<file path="src/rtl/debounce_fsm.sv">
`default_nettype none
// ============================================================================
// Module      : debounce_fsm
// Description : Debouncer for a raw mechanical switch / pushbutton input.
//               The asynchronous input is brought into the clk domain through
//               a two-flop synchroniser. A new level is accepted only after
//               the synchronised sample has held it for DB_CYCLES consecutive
//               clocks. The result is a clean, registered level for the
//               downstream edge detector.
// Ports       : clk      - system clock, rising edge
//               reset    - asynchronous, active-low reset
//               sw       - raw switch input (asynchronous, may bounce)
//               db_level - debounced level (registered)
//               db_busy  - high while a candidate level change is timed
//                          (registered)
// Parameters  : DB_CYCLES - consecutive stable samples needed (>= 2)
//               CNT_W     - stability counter width, 2**CNT_W >= DB_CYCLES
// Revision    : 1.0 - initial release
// ============================================================================
module debounce_fsm #(
    parameter int DB_CYCLES = 1000000,
    parameter int CNT_W     = 20
) (
    input  logic clk,
    input  logic reset,
    input  logic sw,
    output logic db_level,
    output logic db_busy
);

    typedef enum logic [1:0] {
        ST_ZERO  = 2'd0,
        ST_WAIT1 = 2'd1,
        ST_ONE   = 2'd2,
        ST_WAIT0 = 2'd3
    } state_t;

    localparam logic [CNT_W-1:0] C_CNT_LAST = CNT_W'(DB_CYCLES - 1);
    localparam logic [CNT_W-1:0] C_CNT_ONE  = CNT_W'(1);

    logic             r_s1;
    logic             r_sw_s;
    state_t           r_state;
    state_t           w_state_next;
    logic [CNT_W-1:0] r_cnt;
    logic [CNT_W-1:0] w_cnt_next;
    logic             r_db_level;
    logic             r_db_busy;
    logic             w_level_next;
    logic             w_busy_next;

    // Two-flop synchroniser; the FSM only ever looks at r_sw_s.
    always_ff @(posedge clk or negedge reset) begin
        if (!reset) begin
            r_s1   <= 1'b0;
            r_sw_s <= 1'b0;
        end else begin
            r_s1   <= sw;
            r_sw_s <= r_s1;
        end
    end

    // State, counter and output registers all update on the same edge, so
    // the outputs are glitch-free and never combinationally follow sw.
    always_ff @(posedge clk or negedge reset) begin
        if (!reset) begin
            r_state    <= ST_ZERO;
            r_cnt      <= '0;
            r_db_level <= 1'b0;
            r_db_busy  <= 1'b0;
        end else begin
            r_state    <= w_state_next;
            r_cnt      <= w_cnt_next;
            r_db_level <= w_level_next;
            r_db_busy  <= w_busy_next;
        end
    end

    // Next-state logic. In the wait states the revert test comes first so
    // that a sample back at the old level aborts even on the terminal count.
    always_comb begin
        w_state_next = r_state;
        w_cnt_next   = r_cnt;
        case (r_state)
            ST_ZERO: begin
                if (r_sw_s) begin
                    w_state_next = ST_WAIT1;
                    w_cnt_next   = '0;
                end
            end
            ST_WAIT1: begin
                if (!r_sw_s) begin
                    w_state_next = ST_ZERO;
                end else if (r_cnt == C_CNT_LAST) begin
                    w_state_next = ST_ONE;
                end else begin
                    w_cnt_next = r_cnt + C_CNT_ONE;
                end
            end
            ST_ONE: begin
                if (!r_sw_s) begin
                    w_state_next = ST_WAIT0;
                    w_cnt_next   = '0;
                end
            end
            ST_WAIT0: begin
                if (r_sw_s) begin
                    w_state_next = ST_ONE;
                end else if (r_cnt == C_CNT_LAST) begin
                    w_state_next = ST_ZERO;
                end else begin
                    w_cnt_next = r_cnt + C_CNT_ONE;
                end
            end
            default: begin
                w_state_next = ST_ZERO;
            end
        endcase
    end

    // Outputs are registered from the state being entered.
    always_comb begin
        w_level_next = (w_state_next == ST_ONE)   || (w_state_next == ST_WAIT0);
        w_busy_next  = (w_state_next == ST_WAIT1) || (w_state_next == ST_WAIT0);
    end

    assign db_level = r_db_level;
    assign db_busy  = r_db_busy;

endmodule
`default_nettype wire

</file>
<file path="config.mk">
export PLATFORM = sky130hd
export DESIGN_NAME = debounce_fsm
export DESIGN_NICKNAME = d
export VERILOG_FILES = /design/src/rtl/debounce_fsm.sv
export SDC_FILE = /design/constraint.sdc
export NUM_CORES = 1
export LEC_CHECK = 0
export ABC_AREA = 1
export CAP_MARGIN = 20
export CORE_ASPECT_RATIO = 0.7
export CORE_MARGIN = 2
export CORE_UTILIZATION = 60
export DETAILED_ROUTE_END_ITERATION = 6
export PLACE_DENSITY_LB_ADDON = 0.08
export SLEW_MARGIN = 20
export SYNTH_ARGS = -nofsm -noshare
export SYNTH_HDL_FRONTEND = slang
export SYNTH_SLANG_ARGS = --single-unit
</file>
<file path="constraint.sdc">
create_clock -name clk -period 2.4 [get_ports clk]
set_input_delay 0.72 -clock clk [delete_from_list [all_inputs] [get_ports clk]]
set_output_delay 0.72 -clock clk [all_outputs]
set_load 0.05 [all_outputs]
</file>
==> metrics, run 1 <==
outcome=finished, final reports clean; Num CTS Buffers=3; worst endpoint data arrival time=1.58 ns; peak supply drop=0.346 mV; total instance count after detailed placement=260; Max transition margin=66.4%; worst hold path depth=0; vias=1,452; DRC viols=0; Synth cell types=24; Final Util=66.7%; top cell type's share of synthesized area=40.7%; clock skew=0.0183 ns; WP buf/inv=1; Final GP Congestion=0.858; most frequent cells in the layout=nand2_1 (77), nor2_1 (30), dfrtp_1 (25); area leader, netlist=dfrtp_1; die area=0.00299 mm^2; CTS Sinks=25; Core ar.=0.00244 mm^2; clock tree root buffer cell=clkbuf_4; Mapped Nets=229; DRT antenna net count=0; most common cell after layout, fill and taps aside=nand2_1; height of the die=46.3 um; nets=235; setup violators final=0; WS Path Type=register to primary output; H-tree depth=1; # resized after CTS=0; share of layout cells above drive strength 1=7.83%; critical-path cell list=clkdlybuf4s50_1; largest net degree at the start of global routing=26; vias in the first global route=1,356; post-CTS setup buffers=0; Cells after Synth=225; Leakage=0.683 nW; Skew-Pair Late Insertion Delay=0.34 ns; Power Dens Cells=426 mW/mm^2; DRT Pass-1 Iters=4; clk buf depth=2; DP HPWL=2.47 mm; routed vias/inst=5.50; CTS clock-pin slew for the worst setup and hold paths=0.15 ns; Worst Setup Start Kind=register; cell family contributing the most delay on the critical path=buffers and inverters; post-layout min period=2.30 ns; Hold Crit Class=register to register; first-pass GRT wire length=5.89 mm; syn avg cell area=6.83 um^2; worst r2r dst=r_cnt[10]; Final Non-Filler Cells=264; number of synthesis warnings=0; num rows=15; Crit Path Max Fanout=3; die width=64.5 um; fin. max-slew vios=0; aggregate global routing overflow=0; 1st-iter DRT viols=92; Max-Cap Viols=0; TNS Setup=0 ns; initial core utilization=63.0%; CP max stage delay=0.83 ns; cts hold-fix bufs=0; Post-Syn Area=0.00154 mm^2; final wirelength=3.30 mm; RR Startpoint=r_cnt[0]; fmax=0.434 GHz; CP max stage cell=clkdlybuf4s50_1; Top Ports=5; sequential area share after synthesis=40.7%; initial antenna violation count=0; port buffer count=4; CTS tree=done; reg2reg setup slack=0.52 ns; Final period util=95.9%; Layout area overhead=5.94%; Least-Margin Pin Slew=0.502 ns; wire per inst=12.5 um; Hold Path End=r_sw_s; Hold Fails Final Rpt=0; diode count=0; total track usage=26.0%; worst-case reg-to-reg path depth=7; crit end category=primary output; hold path startpoint=r_s1; synthesis-stage register bit count=25; unrepaired setup endpoints after global routing=no; required time at the worst-slack endpoint=1.68 ns; top post-synthesis cells by area=dfrtp_1 (41%), nand2_1 (19%), nand3_1 (7.8%), nor2_1 (7.3%), o21ai_0 (4.9%)
==> power by group <==
| part | internal [mW] | switching [mW] | total, mW |
|---|---|---|---|
| clock | 0.0627 | 0.135 | 0.198 |
| combinational | 0.0164 | 0.0394 | 0.0558 |
| sequential | 0.430 | 0.00981 | 0.440 |
| total | 0.510 | 0.184 | 0.694 |
==> worst max path at each step <==
stage	from	end	slack [ns]	cells after the start
detailed placement	db_level	db_level	0.49	1
CTS	db_level	db_level	0.09	1
global placement	db_level	db_level	0.52	1
global route	db_level	db_level	0.05	1
floorplan	r_cnt[0]	r_cnt[18]	0.92	9
finish	db_level	db_level	0.1	1
==> Yosys cell counts (all sizes together) <==
cell	instances
xor2	3
nor3	2
o21bai	2
and2	2
nor2	31
buf	5
or2	3
ha	1
o21ai	18
nand3b	1
nand4	6
clkbuf	1
a21oi	1
nand2	78
nand3	25
dfrtp	25
inv	21
==> final cells by class <==
cell class                      instances  area, um^2
Fill cell                             224         812
Clock inverter                          1        5.00
Multi-Input combinational cell        173         791
Sequential cell                        25         626
Tap cell                               34        42.5
Inverter                               21        78.8
Clock buffer                            3        22.5
Timing Repair Buffer                    7        62.6
==> per-layer routing <==
metal | vias to the layer above | share of wire, % | global-route usage (%)
met5 | - | 0 | 0
met1 | 663 | 48 | 35.5
li1 | 726 | - | -
met2 | 55 | 43 | 41.5
met3 | 8 | 6.9 | 5.87
met4 | 0 | 1.8 | 9.36
==> logic make-up after synthesis <==
| group | count (synthesis) | synth area share (%) |
|---|---|---|
| fa+ha+maj | 1 | 0.814 |
| simple gates | 148 | 41.0 |
| flops | 25 | 40.7 |
| compound gates | 21 | 7.90 |
| xor+xnor | 3 | 1.71 |
| buf+inv | 27 | 7.82 |
==> per-stage QoR <==
stage               hold slack, ns  cell area [um^2]  setup WS (ns)  power [mW]
floorplan                    0.331              1540          0.916       0.483
global placement             0.333              1600          0.519       0.502
detailed placement           0.337              1600          0.490       0.504
CTS                          0.368              1630         0.0926       0.698
global route                 0.383              1630         0.0463       0.720
finish                       0.365              1630         0.0973       0.694
==> flip-flops by register name, summed over array words and instances, names as in the netlist <==
register and flops:
r_s1 1, r_sw_s 1, db_busy 1, r_cnt 20
db_level 1, r_state 1
(Power assumes the default switching activity.)
==> run 2, diff against run 1 <==
CTS_CLUSTER_DIAMETER = 40   (was not set)
CTS_CLUSTER_SIZE = 25   (was not set)
==> results of run 2 <==
The final DEF is identical to that of run 1; final timing and power are the same.
==> run 3, diff against run 2 <==
ABC_CLOCK_PERIOD_IN_PS = 2400   (was not set)
SETUP_SLACK_MARGIN = 0.15   (was not set)
==> run 3 against run 2 <==
Non-clock buffer count unchanged. Clock-buffer cell count unchanged. Routed wire length up 0.24%. Critical path depth unchanged. Sequential share of layout area about the same. Clock skew about the same. Critical endpoint is now db_busy. Global-route usage unchanged. Clock power about the same. Combinational power about the same. First-iteration DRC count unchanged. Hold slack unchanged.
==> metrics, run 3 (synthesis results as in run 1) <==
Final period util=91.7% (was 95.9%); CTS clock-pin slew for the worst setup and hold paths=0.15 ns (about the same); share of layout cells above drive strength 1=7.83% (unchanged); 1st-iter DRT viols=92 (unchanged); most common cell after layout, fill and taps aside=nand2_1 (unchanged); Largest register FFs=20 (unchanged); Place WS=0.490 ns (unchanged); nets=235 (unchanged); die width=64.5 um (unchanged); WP buf/inv=1 (unchanged); CTS Sinks=25 (unchanged); DRT antenna net count=0 (unchanged); height of the die=46.3 um (unchanged); Max-Cap Viols=0 (unchanged); reg2reg setup slack=0.51 ns (was 0.52 ns); vias=1,452 (unchanged); Final Util=66.7% (about the same); DRC viols=0 (unchanged); outcome=finished, final reports clean (unchanged); critical-path cell list=clkdlybuf4s50_1 (unchanged); required time at the worst-slack endpoint=1.68 ns (about the same); unrepaired setup endpoints after global routing=no (unchanged); most frequent cells in the layout=nand2_1 (77), nor2_1 (30), dfrtp_1 (25) (unchanged); DRT Pass-1 Iters=4 (unchanged); initial core utilization=63.0% (unchanged); num rows=15 (unchanged); fmax=0.454 GHz (was 0.434 GHz); WS Path Type=register to primary output (unchanged); setup violators final=0 (unchanged); CTS tree=done (unchanged); Final GP Congestion=0.858 (unchanged); worst endpoint data arrival time=1.48 ns (was 1.58 ns); total instance count after detailed placement=260 (unchanged); final worst slack=0.200 ns (was 0.0973 ns); Least-Margin Pin Slew=0.497 ns (was 0.502 ns); post-layout min period=2.20 ns (was 2.30 ns); clock skew=0.0183 ns (about the same); CP max stage cell=clkdlybuf4s50_1 (unchanged); peak supply drop=0.346 mV (about the same); vias in the first global route=1,356 (unchanged); Hold Crit Class=register to register (unchanged); Num CTS Buffers=3 (unchanged); routed vias/inst=5.50 (unchanged); diode count=0 (unchanged); largest net degree at the start of global routing=26 (unchanged); DP HPWL=2.47 mm (unchanged); crit end category=primary output (unchanged); Pwr Total=0.694 mW (about the same); initial antenna violation count=0 (unchanged); final wirelength=3.31 mm (was 3.30 mm); CP max stage delay=0.79 ns (was 0.83 ns); clk buf depth=2 (unchanged); aggregate global routing overflow=0 (unchanged); Final Non-Filler Cells=264 (unchanged); Crit Path Max Fanout=1 (was 3); Worst Setup Start Kind=register (unchanged); TNS Setup=0 ns (unchanged); Max transition margin=67.0% (was 66.4%); Top reg by flops=r_cnt (unchanged); fin. max-slew vios=0 (unchanged); die area=0.00299 mm^2 (unchanged); H-tree depth=1 (unchanged); total track usage=26.0% (unchanged); number of fill cells in the layout=225 (was 224); Skew-Pair Late Insertion Delay=0.34 ns (about the same); port buffer count=4 (unchanged); multi-input gate area in the final layout=791 um^2 (unchanged); Power Dens Cells=427 mW/mm^2 (was 426 mW/mm^2); cell family contributing the most delay on the critical path=buffers and inverters (unchanged); Layout area overhead=5.86% (was 5.94%); Hold Fails Final Rpt=0 (unchanged); Leakage=0.688 nW (was 0.683 nW); clock tree root buffer cell=clkbuf_4 (unchanged); wire per inst=12.5 um (about the same); first-pass GRT wire length=5.89 mm (unchanged); Core ar.=0.00244 mm^2 (unchanged); Top Ports=5 (unchanged); Reg area=626 um^2 (unchanged)
==> run 3: through the flow <==
stage / area [um^2] / hold slack (ns)
final: 1630 / 0.365
after global placement: 1600 / 0.333
after CTS: 1630 / 0.368
after global routing: 1630 / 0.383
after detailed placement: 1600 / 0.337
after floorplan: 1540 / 0.331
==> run 3: where the power goes <==
part / internal [mW] / switching (mW)
clock network: 0.0627 / 0.135
logic: 0.0164 / 0.0394
registers: 0.430 / 0.00981
total: 0.510 / 0.184
==> run 3: layer usage <==
| metal | global-route usage, % | share of wire (%) | routed length, um | up-vias |
|---|---|---|---|---|
| li1 | - | - | - | 726 |
| met1 | 35.5 | 48 | 1590 | 665 |
| met2 | 41.5 | 43 | 1430 | 53 |
| met3 | 5.87 | 6.8 | 226 | 8 |
| met4 | 9.36 | 1.8 | 59 | 0 |
| met5 | 0 | 0 | 0 | - |
==> run 3: final timing paths <==
| check | start | to | depth (start not counted) |
|---|---|---|---|
| worst max-delay path | db_busy | db_busy | 1 |
| min in group asynchronous | reset | db_level | 2 |
| worst min register to register | r_s1 | r_sw_s | 0 |
| max in group asynchronous | reset | r_cnt[8] | 2 |
| worst min-delay path | r_s1 | r_sw_s | 0 |
| worst max register to register | r_cnt[0] | r_cnt[10] | 7 |
==> run 3: area by class of cell <==
class	instances	area share, %
flip-flops and latches	25	38.5
clock buffers	3	1.38
inverters	21	4.85
repair buffers	7	3.77
well taps	34	2.62
clock inverters	1	0.308
multi-input cells	173	48.6
==> run 3: what timing repair did <==
item,CTS,global route
setup endpoints to repair,1,0
setup buffers,0,0
hold buffers,0,0
gates resized for setup,1,0
